## config.mk

```make
export PLATFORM = sky130hd
export DESIGN_NAME = ext_domain_powergate_ctrl
export DESIGN_NICKNAME = d
export VERILOG_FILES = /design/src/rtl/ext_domain_powergate_ctrl.sv
export SDC_FILE = /design/constraint.sdc
export NUM_CORES = 1
export LEC_CHECK = 0
export ABC_CLOCK_PERIOD_IN_PS = 4700
export CORE_MARGIN = 3
export CORE_UTILIZATION = 39
export DETAILED_ROUTE_END_ITERATION = 10
export MAX_ROUTING_LAYER = met4
export SKIP_CTS_REPAIR_TIMING = 1
export SYNTH_ARGS = -nofsm -noshare
export SYNTH_HDL_FRONTEND = slang
export SYNTH_SLANG_ARGS = --single-unit
```

## constraint.sdc

```tcl
create_clock -name clk_i -period 4.7 [get_ports clk_i]
set_input_delay 0.94 -clock clk_i [delete_from_list [all_inputs] [get_ports clk_i]]
set_output_delay 0.94 -clock clk_i [all_outputs]
set_load 0.1 [all_outputs]
```

## src/rtl/ext_domain_powergate_ctrl.sv

```systemverilog
// Power-gating sequencer for one switchable domain: isolation, switch cell,
// domain reset and acknowledge handshake with a sticky timeout flag.
//
// state          | meaning
// ST_ON          | domain powered, isolation off, reset released
// ST_ISO_ASSERT  | isolation clamped, waiting ISO_DELAY before switch-off
// ST_SW_OFF_WAIT | switch off, reset asserted, waiting for ack_s low
// ST_OFF         | domain unpowered, isolated, in reset
// ST_SW_ON_WAIT  | switch on, waiting for ack_s high
// ST_RST_RELEASE | powered, holding domain reset for RST_DELAY
// ST_ISO_RELEASE | reset released, holding isolation for ISO_DELAY
module ext_domain_powergate_ctrl #(
  parameter int ISO_DELAY   = 4,
  parameter int RST_DELAY   = 4,
  parameter int ACK_TIMEOUT = 64,
  parameter int SYNC_STAGES = 2
) (
  input  logic clk_i,
  input  logic rst_i,
  input  logic req_off_i,
  input  logic req_on_i,
  output logic switch_o,
  input  logic switch_ack_i,
  output logic iso_o,
  output logic domain_rst_o,
  output logic busy_o,
  output logic powered_o,
  output logic done_o,
  output logic timeout_o
);

  localparam int MAX_A   = (ISO_DELAY > RST_DELAY) ? ISO_DELAY : RST_DELAY;
  localparam int MAX_DLY = (MAX_A > ACK_TIMEOUT) ? MAX_A : ACK_TIMEOUT;
  localparam int CNT_W   = $clog2(MAX_DLY + 1);

  localparam logic [CNT_W-1:0] CNT_MAX  = '1;
  localparam logic [CNT_W-1:0] ISO_LAST = CNT_W'(ISO_DELAY - 1);
  localparam logic [CNT_W-1:0] RST_LAST = CNT_W'(RST_DELAY - 1);
  localparam logic [CNT_W-1:0] ACK_LAST = CNT_W'(ACK_TIMEOUT - 1);

  typedef enum logic [2:0] {
    ST_ON,
    ST_ISO_ASSERT,
    ST_SW_OFF_WAIT,
    ST_OFF,
    ST_SW_ON_WAIT,
    ST_RST_RELEASE,
    ST_ISO_RELEASE
  } state_t;

  state_t                 state;
  logic [CNT_W-1:0]       cnt;
  logic [SYNC_STAGES-1:0] sync_q;
  logic                   ack_s;

  always_ff @(posedge clk_i) begin
    if (rst_i) sync_q <= '0;
    else       sync_q <= {sync_q[SYNC_STAGES-2:0], switch_ack_i};
  end

  assign ack_s = sync_q[SYNC_STAGES-1];

  // Each transition clears cnt and sets that state's outputs, so they appear
  // in the first cycle of the new state. Terminal compare uses DELAY-1 since
  // cnt is 0 in the entry cycle.
  always_ff @(posedge clk_i) begin
    if (rst_i) begin
      state        <= ST_ON;
      cnt          <= '0;
      switch_o     <= 1'b1;
      iso_o        <= 1'b0;
      domain_rst_o <= 1'b0;
      busy_o       <= 1'b0;
      powered_o    <= 1'b1;
      done_o       <= 1'b0;
      timeout_o    <= 1'b0;
    end else begin
      done_o <= 1'b0;
      if (cnt != CNT_MAX) cnt <= cnt + 1'b1;
      case (state)
        ST_ON: begin
          if (req_off_i) begin
            state     <= ST_ISO_ASSERT;
            cnt       <= '0;
            iso_o     <= 1'b1;
            busy_o    <= 1'b1;
            powered_o <= 1'b0;
            timeout_o <= 1'b0;
          end
        end
        ST_ISO_ASSERT: begin
          if (cnt == ISO_LAST) begin
            state        <= ST_SW_OFF_WAIT;
            cnt          <= '0;
            switch_o     <= 1'b0;
            domain_rst_o <= 1'b1;
          end
        end
        ST_SW_OFF_WAIT: begin
          if (!ack_s) begin
            state  <= ST_OFF;
            cnt    <= '0;
            busy_o <= 1'b0;
            done_o <= 1'b1;
          end else if (cnt == ACK_LAST) begin
            timeout_o <= 1'b1;
          end
        end
        ST_OFF: begin
          if (req_on_i) begin
            state     <= ST_SW_ON_WAIT;
            cnt       <= '0;
            switch_o  <= 1'b1;
            busy_o    <= 1'b1;
            timeout_o <= 1'b0;
          end
        end
        ST_SW_ON_WAIT: begin
          if (ack_s) begin
            state <= ST_RST_RELEASE;
            cnt   <= '0;
          end else if (cnt == ACK_LAST) begin
            timeout_o <= 1'b1;
          end
        end
        ST_RST_RELEASE: begin
          if (cnt == RST_LAST) begin
            state        <= ST_ISO_RELEASE;
            cnt          <= '0;
            domain_rst_o <= 1'b0;
          end
        end
        ST_ISO_RELEASE: begin
          if (cnt == ISO_LAST) begin
            state     <= ST_ON;
            cnt       <= '0;
            iso_o     <= 1'b0;
            busy_o    <= 1'b0;
            powered_o <= 1'b1;
            done_o    <= 1'b1;
          end
        end
        default: begin
          state        <= ST_ON;
          cnt          <= '0;
          switch_o     <= 1'b1;
          iso_o        <= 1'b0;
          domain_rst_o <= 1'b0;
          busy_o       <= 1'b0;
          powered_o    <= 1'b1;
        end
      endcase
    end
  end

endmodule
```

=== After elaboration in Yosys (flattened, before gate mapping) ===
Cells that the tools add are included.

* Register bits: 19
* Bits in latches: 0
* RAM bits: 0
* ROM bits: 0
* Output and inout port bits: 7
* Logic and storage cells: 80
* Memories kept: 0

* Add/subtract/negate cells: 1
* Multiply operators: 0
* Divide/modulo/power cells: 0
* Magnitude comparators: 0
* Eq/ne operators: 18
* Shift-type cells: 0
* Mux-type cells: 34
* Bitwise logic cells: 4
* Reductions and logical operators: 13

{| class="wikitable"
|+ Operator list
! cell !! count
|-
| 2-to-1 mux 7 bit || 6
|-
| one-hot mux 7 bit (5 select lines) || 1
|-
| 2-to-1 mux 3 bit || 7
|-
| one-hot mux 3 bit (7 select lines) || 1
|-
| inequality test 2 bit (second input constant) || 9
|-
| OR reduction 5 bit || 3
|-
| 2-to-1 mux 1 bit || 12
|-
| one-hot mux 1 bit (3 select lines) || 4
|-
| AND reduction 5 bit || 2
|-
| equality test 3 bit (second input constant) || 3
|-
| AND reduction 3 bit || 3
|-
| adder 7 x 1 -> 7 bit (second input constant) || 1
|-
| equality test 7 x 2 -> 1 bit (second input constant) || 1
|-
| equality test 7 x 6 -> 1 bit (second input constant) || 1
|-
| inequality test 7 bit (second input constant) || 1
|-
| AND reduction 7 bit || 1
|-
| equality test 3 x 2 -> 1 bit (second input constant) || 2
|-
| OR reduction 3 bit || 2
|-
| one-hot mux 1 bit (5 select lines) || 1
|-
| NOT 1 bit || 4
|-
| one-hot mux 1 bit (4 select lines) || 1
|-
| nonzero test 4 bit || 1
|-
| equality test 3 x 1 -> 1 bit (second input constant) || 1
|-
| logical NOT 3 bit || 1
|-
| one-hot mux 1 bit (2 select lines) || 1
|}

=== Logic depth before layout (Yosys ltp) ===
Gate-level depths: netlist of the first run.

* Word-level depth: 4
* Gate-level depth with buffers: 5
* Gate-level depth less buffers: 5

=== Worst setup path after synthesis of the first run ===
Ideal clock, no wire load.

* Path type: register -> output
* Start point: reg domain_rst_o
* End point: out domain_rst_o
* Arrival: 0.940 ns
* Path slack: 2.820 ns
* Cell stages (with the launch flop): 1
* Cell sequence: dfxtp_1

{| class="wikitable"
|+ RTL lines
! element !! line !! source
|-
| start, declared || 25 || <nowiki>output logic domain_rst_o,</nowiki>
|-
| start signal, assigned || 72 || <nowiki>domain_rst_o <= 1'b0;</nowiki>
|-
| start signal, assigned || 96 || <nowiki>domain_rst_o <= 1'b1;</nowiki>
|-
| start signal, assigned || 130 || <nowiki>domain_rst_o <= 1'b0;</nowiki>
|}

No word-level cell between the ends.

=== Final worst setup path of the first run ===
* Start point: reg switch_o
* End point: out switch_o

{| class="wikitable"
|+ RTL lines
! element !! line !! source
|-
| start, declared || 22 || <nowiki>output logic switch_o,</nowiki>
|-
| start signal, assigned || 70 || <nowiki>switch_o <= 1'b1;</nowiki>
|-
| start signal, assigned || 95 || <nowiki>switch_o <= 1'b0;</nowiki>
|-
| start signal, assigned || 113 || <nowiki>switch_o <= 1'b1;</nowiki>
|}

No word-level cell between the ends.

==> results_dict.tcl, run 1 <==
set metrics [dict create \
    setup_tns_ps 0 \
    die_w_microns 57.79 \
    die_height_microns 57.79 \
    grt_pass1_vias 808 \
    place_hpwl_mm 1.524 \
    worstSetupStartpointType "flop" \
    power.total_uw 335.5 \
    cts_made_buffers 3 \
    routed_wl_mm 2.070 \
    via_per_inst 5.538 \
    fin_crit_sh_pct 58.73 \
    status "finished clean" \
    clk_pin_slew_worst_paths_ps 110 \
    dp_cells 154 \
    io_pins 12 \
    drt_iter0_markers 14 \
    row_count 18 \
    rsz0062_at_grt "false" \
    place_area_sq_um 1165 \
    async_flop_share_pct 0 \
    crit_path_top_delay_cell "clkdlybuf4s50_1" \
    path_class "reg -> out" \
    seq_area_frac_synth_pct 36.36 \
    synth_area_leader_cell "dfxtp_1" \
    max-vdd-ir-drop_v 0.0002006 \
    syn_nets 124 \
    path_delay_family "buffers and inverters" \
    critical_path_required_ps 3760 \
    synth.distinct_cells 44 \
    diodes 0 \
    insertion_delay_ps 300 \
    ant_nets 0 \
    cts_buffer_depth 2 \
    synth-edff-count 0 \
    core_sq_um 2522 \
    end_kind "output port" \
    powerDensity_nw_per_um2 281.4 \
    dr_total_vias 875 \
    setup_viol 0 \
    clock-root-buffer "clkbuf_4" \
    initial_core_util_pct 41.47 \
    cp_cell_sequence "clkdlybuf4s50_1" \
    antenna_found_initial 0 \
    ys_seq_elements 19 \
    slew_viol_final 0 \
    cap_violations 0 \
    avgSynthCellArea_sq_um 8.864 \
    syn_inst 118 \
    min_period_ps 2760 \
    syn2layout_area_growth_pct 13.99 \
    setup_ws_ps 1940 \
    dp_slack_ps 2107 \
    ys_top_cells_by_count "19 x dfxtp_1, 15 x nor2_1, 7 x a21oi_1, 6 x inv_1, 6 x nand2_1" \
    wire_per_inst_microns 13.10 \
    design.die.area_sq_um 3340 \
    multi_input_area_sq_um 614.3 \
    cp_max_fo 3 \
    cts.sinks 19 \
    regArea_sq_um 380.4 \
    drive_gt1_share_pct 10.16 \
    max_stage_delay_ps 1140 \
    critPathArrivalTime_ps 1820 \
    port_buffers 11 \
    cts_tree "yes" \
    synth_area_sq_um 1046 \
    synth_most_common_cell "dfxtp_1" \
    grt_pass1_wl_mm 3.815 \
    drt_first_pass_iters 4 \
    fmax_ghz 0.3623 \
    power.leakage_nw 0.4234 \
    hold_path_class "reg -> reg" \
    route.detailed.drc 0 \
    hold_viol 0 \
    grt_remaining_overflow 0 \
    synth_top_area_share_pct 36.36 \
    tightest_slew_ps 977.3 \
    grt_max_degree 20 \
    n_fill_cell 255 \
    ys.flop_type "dfxtp_1" \
    layout.cells.non_filler 158 \
    final_nets 135 \
    design_area_sq_um 1192 \
    relSlewSlack_pct 34.64 \
    ys_top_cells_by_area "dfxtp_1 36%, nor2_1 5.4%, nor4b_4 4.5%" \
    cts_max_level 1 \
    gp_congestion 0.7852 \
    grt_usage_pct 14.73 \
    yosysWarnings 0 \
    worst-path-buf-inv 1 \
    finClkSkew_ps 1.753 \
]
-- cells by family (layout without fill, tap and decap cells) --
group	count (synthesis)	after routing	share of synthesized area (%)
and+or+nand+nor	49	49	29.30
buffers and inverters	11	21	4.903
AOI/OAI and AO/OA	33	33	23.80
DFF	19	19	36.36
xor gates and xnor gates	3	3	2.512
muxes	2	2	1.914
adders and majority gates	1	1	1.196
-- routing by layer --
metal  wire length (microns)  global-route usage [%]
met5                       0                       -
met3                      62                   2.227
met2                     892                   19.35
met1                    1093                   22.51
met4                      22                   4.967
-- registers in the layout (all words and copies together) (netlist names) --
signal / count
domain_rst_o: 1
powered_o: 1
state: 3
busy_o: 1
done_o: 1
iso_o: 1
timeout_o: 1
sync_q: 2
switch_o: 1
cnt: 7
-- final cells by class --
class                           instances  area share, %
Clock buffer                            3          1.889
Clock inverter                          1         0.4197
Tap cell                               30          3.148
Inverter                                6          1.889
Timing Repair Buffer                   11          9.234
Sequential cell                        19          31.90
Multi-Input combinational cell         88          51.52
-- final timing paths --
kind,start,end,slack [ps],cells after the start
setup / recovery,switch_o$_SDFFE_PP1P_,switch_o,1940,1
hold / removal,sync_q[0]$_SDFF_PP0_,sync_q[1]$_SDFF_PP0_,450,1
setup reg to reg,cnt[0]$_SDFF_PP0_,cnt[1]$_SDFF_PP0_,2750,5
hold reg to reg,sync_q[0]$_SDFF_PP0_,sync_q[1]$_SDFF_PP0_,450,1
-- report_power, final --
group,switching [mW],leakage [nW],internal [mW],total (mW)
Sequential,0.00853,0.155,0.169,0.177
Combinational,0.0491,0.251,0.0229,0.0720
Clock,0.0547,0.0177,0.0318,0.0865
Total,0.112,0.423,0.223,0.336
-- through the flow --
step / utilization, % / hold slack [ps]
2_1_floorplan: - / 413.8
3_3_place_gp: 46.18 / 418.0
3_5_place_dp: 46.18 / 425.1
4_1_cts: 47.27 / 454.3
5_1_grt: 47.27 / 465.2
6_report: 47.27 / 452.8
-- cells in the final DEF (no fill, tap or decap), types with 3 or more instances in the layout --
| master | instances |
|---|---|
| nor2b_1 | 4 |
| o21ai_0 | 4 |
| o211ai_1 | 3 |
| nand3_1 | 3 |
| o21a_1 | 4 |
| and2_1 | 4 |
| a21oi_1 | 7 |
| clkdlybuf4s50_1 | 11 |
| nor2_1 | 15 |
| clkbuf_4 | 3 |
| nand2_1 | 6 |
| inv_1 | 6 |
| xor2_1 | 3 |
| dfxtp_1 | 19 |
No activity file was read; power rests on OpenSTA's default activity.
==> inputs of run 2 (changes only) <==
--- a/config.mk
+++ b/config.mk
@@ -5,7 +5,7 @@
 export SDC_FILE = /design/constraint.sdc
 export NUM_CORES = 1
 export LEC_CHECK = 0
-export ABC_CLOCK_PERIOD_IN_PS = 4700
+export ABC_CLOCK_PERIOD_IN_PS = 2550
 export CORE_MARGIN = 3
 export CORE_UTILIZATION = 39
 export DETAILED_ROUTE_END_ITERATION = 10
==> constraint.sdc (replaced) <==
create_clock -name clk_i -period 2.55 [get_ports clk_i]
set_input_delay 0.51 -clock clk_i [delete_from_list [all_inputs] [get_ports clk_i]]
set_output_delay 0.51 -clock clk_i [all_outputs]
set_load 0.1 [all_outputs]
==> run 2 against run 1 <==
Sequential power is 85% higher. Routed wire length is 4.2% higher. Count of clock-buffer cells in the layout stayed put. Power is 87% higher. Global-route usage is 0.18 points lower. Final cell count is 1.9% higher. Worst setup slack worse by 1200 ps. Clock power is 91% higher. Combinational power is 86% higher. Register-to-register slack worse by 2000 ps. First-iteration DRC count is 7.1% lower. Die area stayed put. Critical path type is now reg -> reg. Critical endpoint is now cnt[6]$_SDFF_PP0_. Largest cell class unchanged. Highest routed layer unchanged.
==> results_dict.tcl, run 2 (synthesis results as in run 1) <==
set metrics [dict create \
    status "finished clean" \
    initial_core_util_pct 41.47 \
    gp_congestion 0.7769 \
    powerDensity_nw_per_um2 521.5 \
    routed_wl_mm 2.156 \
    row_count 18 \
    cts_max_level 1 \
    core_sq_um 2522 \
    design.die.area_sq_um 3340 \
    max-vdd-ir-drop_v 0.0004569 \
    cts_tree "yes" \
    clock-root-buffer "clkbuf_4" \
    drt_first_pass_iters 4 \
    cts.sinks 19 \
    port_buffers 11 \
    power.leakage_nw 0.4435 \
    final_nets 138 \
    hold_viol 0 \
    power.total_uw 625.8 \
    fmax_ghz 0.5558 \
    largest_register_ffs 7 \
    tightest_slew_ps 591.2 \
    route.detailed.drc 0 \
    grt_pass1_vias 813 \
    die_w_microns 57.79 \
    insertion_delay_ps 310 \
    min_period_ps 1799 \
    drive_gt1_share_pct 17.56 \
    final_cell_mix "19 x dfxtp_1, 15 x nor2_1, 10 x buf_4" \
    grt_usage_pct 14.55 \
    clk_pin_slew_worst_paths_ps 120 \
    rsz0062_at_grt "false" \
    critPathArrivalTime_ps 2040 \
    n_fill_cell 257 \
    dr_total_vias 879 \
    finClkSkew_ps 6.273 \
    fin_crit_sh_pct 70.55 \
    end_kind "flop" \
    reg2reg_slack_ps 750 \
    regArea_sq_um 380.4 \
    reg_top3 "cnt: 7 flops, state: 3 flops, sync_q: 2 flops" \
    cap_violations 0 \
    grt_max_degree 19 \
    die_height_microns 57.79 \
    via_per_inst 5.460 \
    critical_path_required_ps 2800 \
    grt_pass1_wl_mm 3.636 \
    worstSetupStartpointType "flop" \
    cp_max_fo 16 \
    grt_remaining_overflow 0 \
    wire_per_inst_microns 13.39 \
    relSlewSlack_pct 60.54 \
    final_common_cell "dfxtp_1" \
    path_class "reg -> reg" \
    io_pins 12 \
    ant_nets 0 \
    place_hpwl_mm 1.522 \
    diodes 0 \
    setup_tns_ps 0 \
    multi_input_area_sq_um 614.3 \
    hold_path_class "reg -> reg" \
    syn2layout_area_growth_pct 14.71 \
    antenna_found_initial 0 \
    cts_made_buffers 3 \
    cts_buffer_depth 2 \
    drt_iter0_markers 13 \
    slew_viol_final 0 \
    setup_viol 0 \
    regMostFlops "cnt" \
]
run 2: cell type report:
class / instances / area share, %
tap: 30 / 3.128
sequential: 19 / 31.70
multi-input combinational: 88 / 51.20
timing repair buffer: 14 / 9.593
clock buffer: 3 / 1.877
inverter: 6 / 1.877
clock inverter: 1 / 0.6257
run 2: power breakdown:
group	total (mW)	internal (mW)	switching [mW]
logic	0.134	0.0422	0.0920
clock network	0.165	0.0598	0.105
registers	0.327	0.311	0.0164
total	0.626	0.413	0.213
run 2: worst paths after layout:
kind / start / to / depth (start not counted)
worst max-delay path: state[0]$_SDFFE_PP0P_ / cnt[6]$_SDFF_PP0_ / 5
worst max register to register: state[0]$_SDFFE_PP0P_ / cnt[6]$_SDFF_PP0_ / 5
worst min register to register: sync_q[0]$_SDFF_PP0_ / sync_q[1]$_SDFF_PP0_ / 1
worst min-delay path: sync_q[0]$_SDFF_PP0_ / sync_q[1]$_SDFF_PP0_ / 1
run 2: per-stage QoR:
| step | hold slack (ps) | instance area (sq um) | cells | worst slack [ps] | utilization, % |
|---|---|---|---|---|---|
| after floorplan | 413.8 | 1046 | 118 | 922.7 | - |
| after global placement | 420.0 | 1170 | 157 | 564.2 | 46.38 |
| after detailed placement | 427.1 | 1170 | 157 | 553.8 | 46.38 |
| after CTS | 460.8 | 1200 | 161 | 758.7 | 47.57 |
| after global routing | 472.1 | 1200 | 161 | 541.5 | 47.57 |
| final | 460.8 | 1200 | 161 | 750.9 | 47.57 |
run 2: routing by layer:
layer  vias up  track usage [%]  share of wire, %
met5         -                -                 0
met4         0            6.291              0.42
li1        459                -                 -
met2        24            19.52                42
met1       394            20.90                54
met3         2            2.895               4.1
run 2: worst max-delay path, stage by stage (launching register included):
cell	delay, ps
dfxtp_1	710
inv_1	130
nor4b_1	480
o41ai_2	140
buf_4	180
a21oi_1	100
==> inputs of run 3 (changes only) <==
--- a/config.mk
+++ b/config.mk
@@ -5,7 +5,7 @@
 export SDC_FILE = /design/constraint.sdc
 export NUM_CORES = 1
 export LEC_CHECK = 0
-export ABC_CLOCK_PERIOD_IN_PS = 2550
+export ABC_CLOCK_PERIOD_IN_PS = 1900
 export CORE_MARGIN = 3
 export CORE_UTILIZATION = 39
 export DETAILED_ROUTE_END_ITERATION = 10
==> constraint.sdc (replaced) <==
create_clock -name clk_i -period 1.9 [get_ports clk_i]
set_input_delay 0.38 -clock clk_i [delete_from_list [all_inputs] [get_ports clk_i]]
set_output_delay 0.38 -clock clk_i [all_outputs]
set_load 0.1 [all_outputs]
==> run 3 against run 2 <==
Via count increased by 2.0%. Final cell count increased by 3.7%. Highest routed layer unchanged. Non-clock buffer count increased by 6. Power increased by 37%. Sequential power increased by 35%. Sequential cell count unchanged.
==> results_dict.tcl, run 3 (synthesis results as in run 1) <==
set metrics [dict create \
    status "finished clean" \
    fmax_ghz 0.5768 \
    grt_max_degree 17 \
    gp_congestion 0.7435 \
    die_w_microns 57.79 \
    final_common_cell "dfxtp_1" \
    final_cell_mix "18 x dfxtp_1, 15 x nor2_1, 15 x buf_4" \
    hold_start "sync_q[0]$_SDFF_PP0_" \
    r2r-start "state[1]$_SDFFE_PP0P_" \
    setup_tns_ps 0 \
    rsz0062_at_grt "false" \
    regMostFlops "cnt" \
    cts_tree "yes" \
    place_hpwl_mm 1.639 \
    relSlewSlack_pct 66.22 \
    hold_path_class "reg -> reg" \
    cp_max_fo 13 \
    grt_pass1_wl_mm 3.691 \
    largest_register_ffs 7 \
    hold_viol 0 \
    core_sq_um 2522 \
    cts_buffer_depth 2 \
    dp_slack_ps -149.1 \
    drive_gt1_share_pct 22.63 \
    critical_path_required_ps 2080 \
    worstSetupStartpointType "flop" \
    route.detailed.drc 0 \
    critPathArrivalTime_ps 1920 \
    via_per_inst 5.371 \
    path_class "reg -> reg" \
    powerDensity_nw_per_um2 672.3 \
    die_height_microns 57.79 \
    n_fill_cell 246 \
    setup_viol 0 \
    tightest_slew_ps 502.1 \
    cts_made_buffers 3 \
    clock-root-buffer "clkbuf_4" \
    cts_max_level 1 \
    port_buffers 11 \
    drt_first_pass_iters 4 \
    multi_input_area_sq_um 633.1 \
    initial_core_util_pct 41.47 \
    setup.worst_path.start "state[1]$_SDFFE_PP0P_" \
    cts.sinks 19 \
    grt_usage_pct 14.69 \
    end_kind "flop" \
    fin_crit_sh_pct 91.25 \
    cap_violations 0 \
    row_count 18 \
    grt_pass1_vias 835 \
    slew_viol_final 0 \
    power.leakage_nw 0.4819 \
    grt_remaining_overflow 0 \
    finClkSkew_ps 7.359 \
    final_nets 144 \
    reg_top3 "cnt: 7 flops, state: 3 flops, sync_q: 2 flops" \
    min_period_ps 1734 \
    dr_total_vias 897 \
    antenna_found_initial 0 \
    setup_ws_ps 166.3 \
    routed_wl_mm 2.213 \
    syn2layout_area_growth_pct 22.13 \
    drt_iter0_markers 6 \
    regArea_sq_um 381.6 \
    wire_per_inst_microns 13.25 \
    diodes 0 \
    io_pins 12 \
    max-vdd-ir-drop_v 0.0005529 \
    ant_nets 0 \
    clk_pin_slew_worst_paths_ps 120 \
    insertion_delay_ps 310 \
    design.die.area_sq_um 3340 \
]
-- run 3: layout make-up --
| cell class | count | share of cell area [%] |
|---|---|---|
| clock inverters | 1 | 0.5877 |
| well taps | 30 | 2.938 |
| inverters | 6 | 1.763 |
| flip-flops and latches | 19 | 29.87 |
| clock buffers | 3 | 1.763 |
| repair buffers | 20 | 13.52 |
| multi-input cells | 88 | 49.56 |
-- run 3: layer usage --
metal / vias up / track usage [%] / routed length, microns
li1: 463 / - / -
met1: 408 / 20.08 / 1131
met2: 24 / 20.81 / 947
met3: 2 / 4.900 / 111
met4: 0 / 3.642 / 22
met5: - / - / 0
-- run 3: critical path, cell delays in order, from the launching register on --
cell      delay (ps)
dfxtp_1          640
or2_2            200
a21boi_0         170
o41ai_4          510
nor2_1           100
-- run 3: worst paths after layout --
path / to / slack, ps / cells past startpoint
max: cnt[4]$_SDFF_PP0_ / 170 / 4
min: sync_q[1]$_SDFF_PP0_ / 450 / 1
max reg2reg: cnt[4]$_SDFF_PP0_ / 170 / 4
min reg2reg: sync_q[1]$_SDFF_PP0_ / 450 / 1
-- run 3: through the flow --
step                hold WS [ps]  std cells  util (%)  total power, mW  area, sq um
finish                     454.4        167     50.64           0.8589         1277
detailed placement         429.7        163     48.66           0.6469         1227
floorplan                  413.8        118         -           0.5833         1046
CTS                        457.7        167     49.85           0.8664         1257
global placement           420.0        163     48.66           0.6437         1227
global route               471.5        167     50.64           0.9058         1277
-- run 3: power breakdown --
| part | switching, mW | total (mW) | internal [mW] |
|---|---|---|---|
| clock network | 0.137 | 0.217 | 0.0803 |
| logic | 0.127 | 0.201 | 0.0740 |
| registers | 0.0235 | 0.441 | 0.417 |
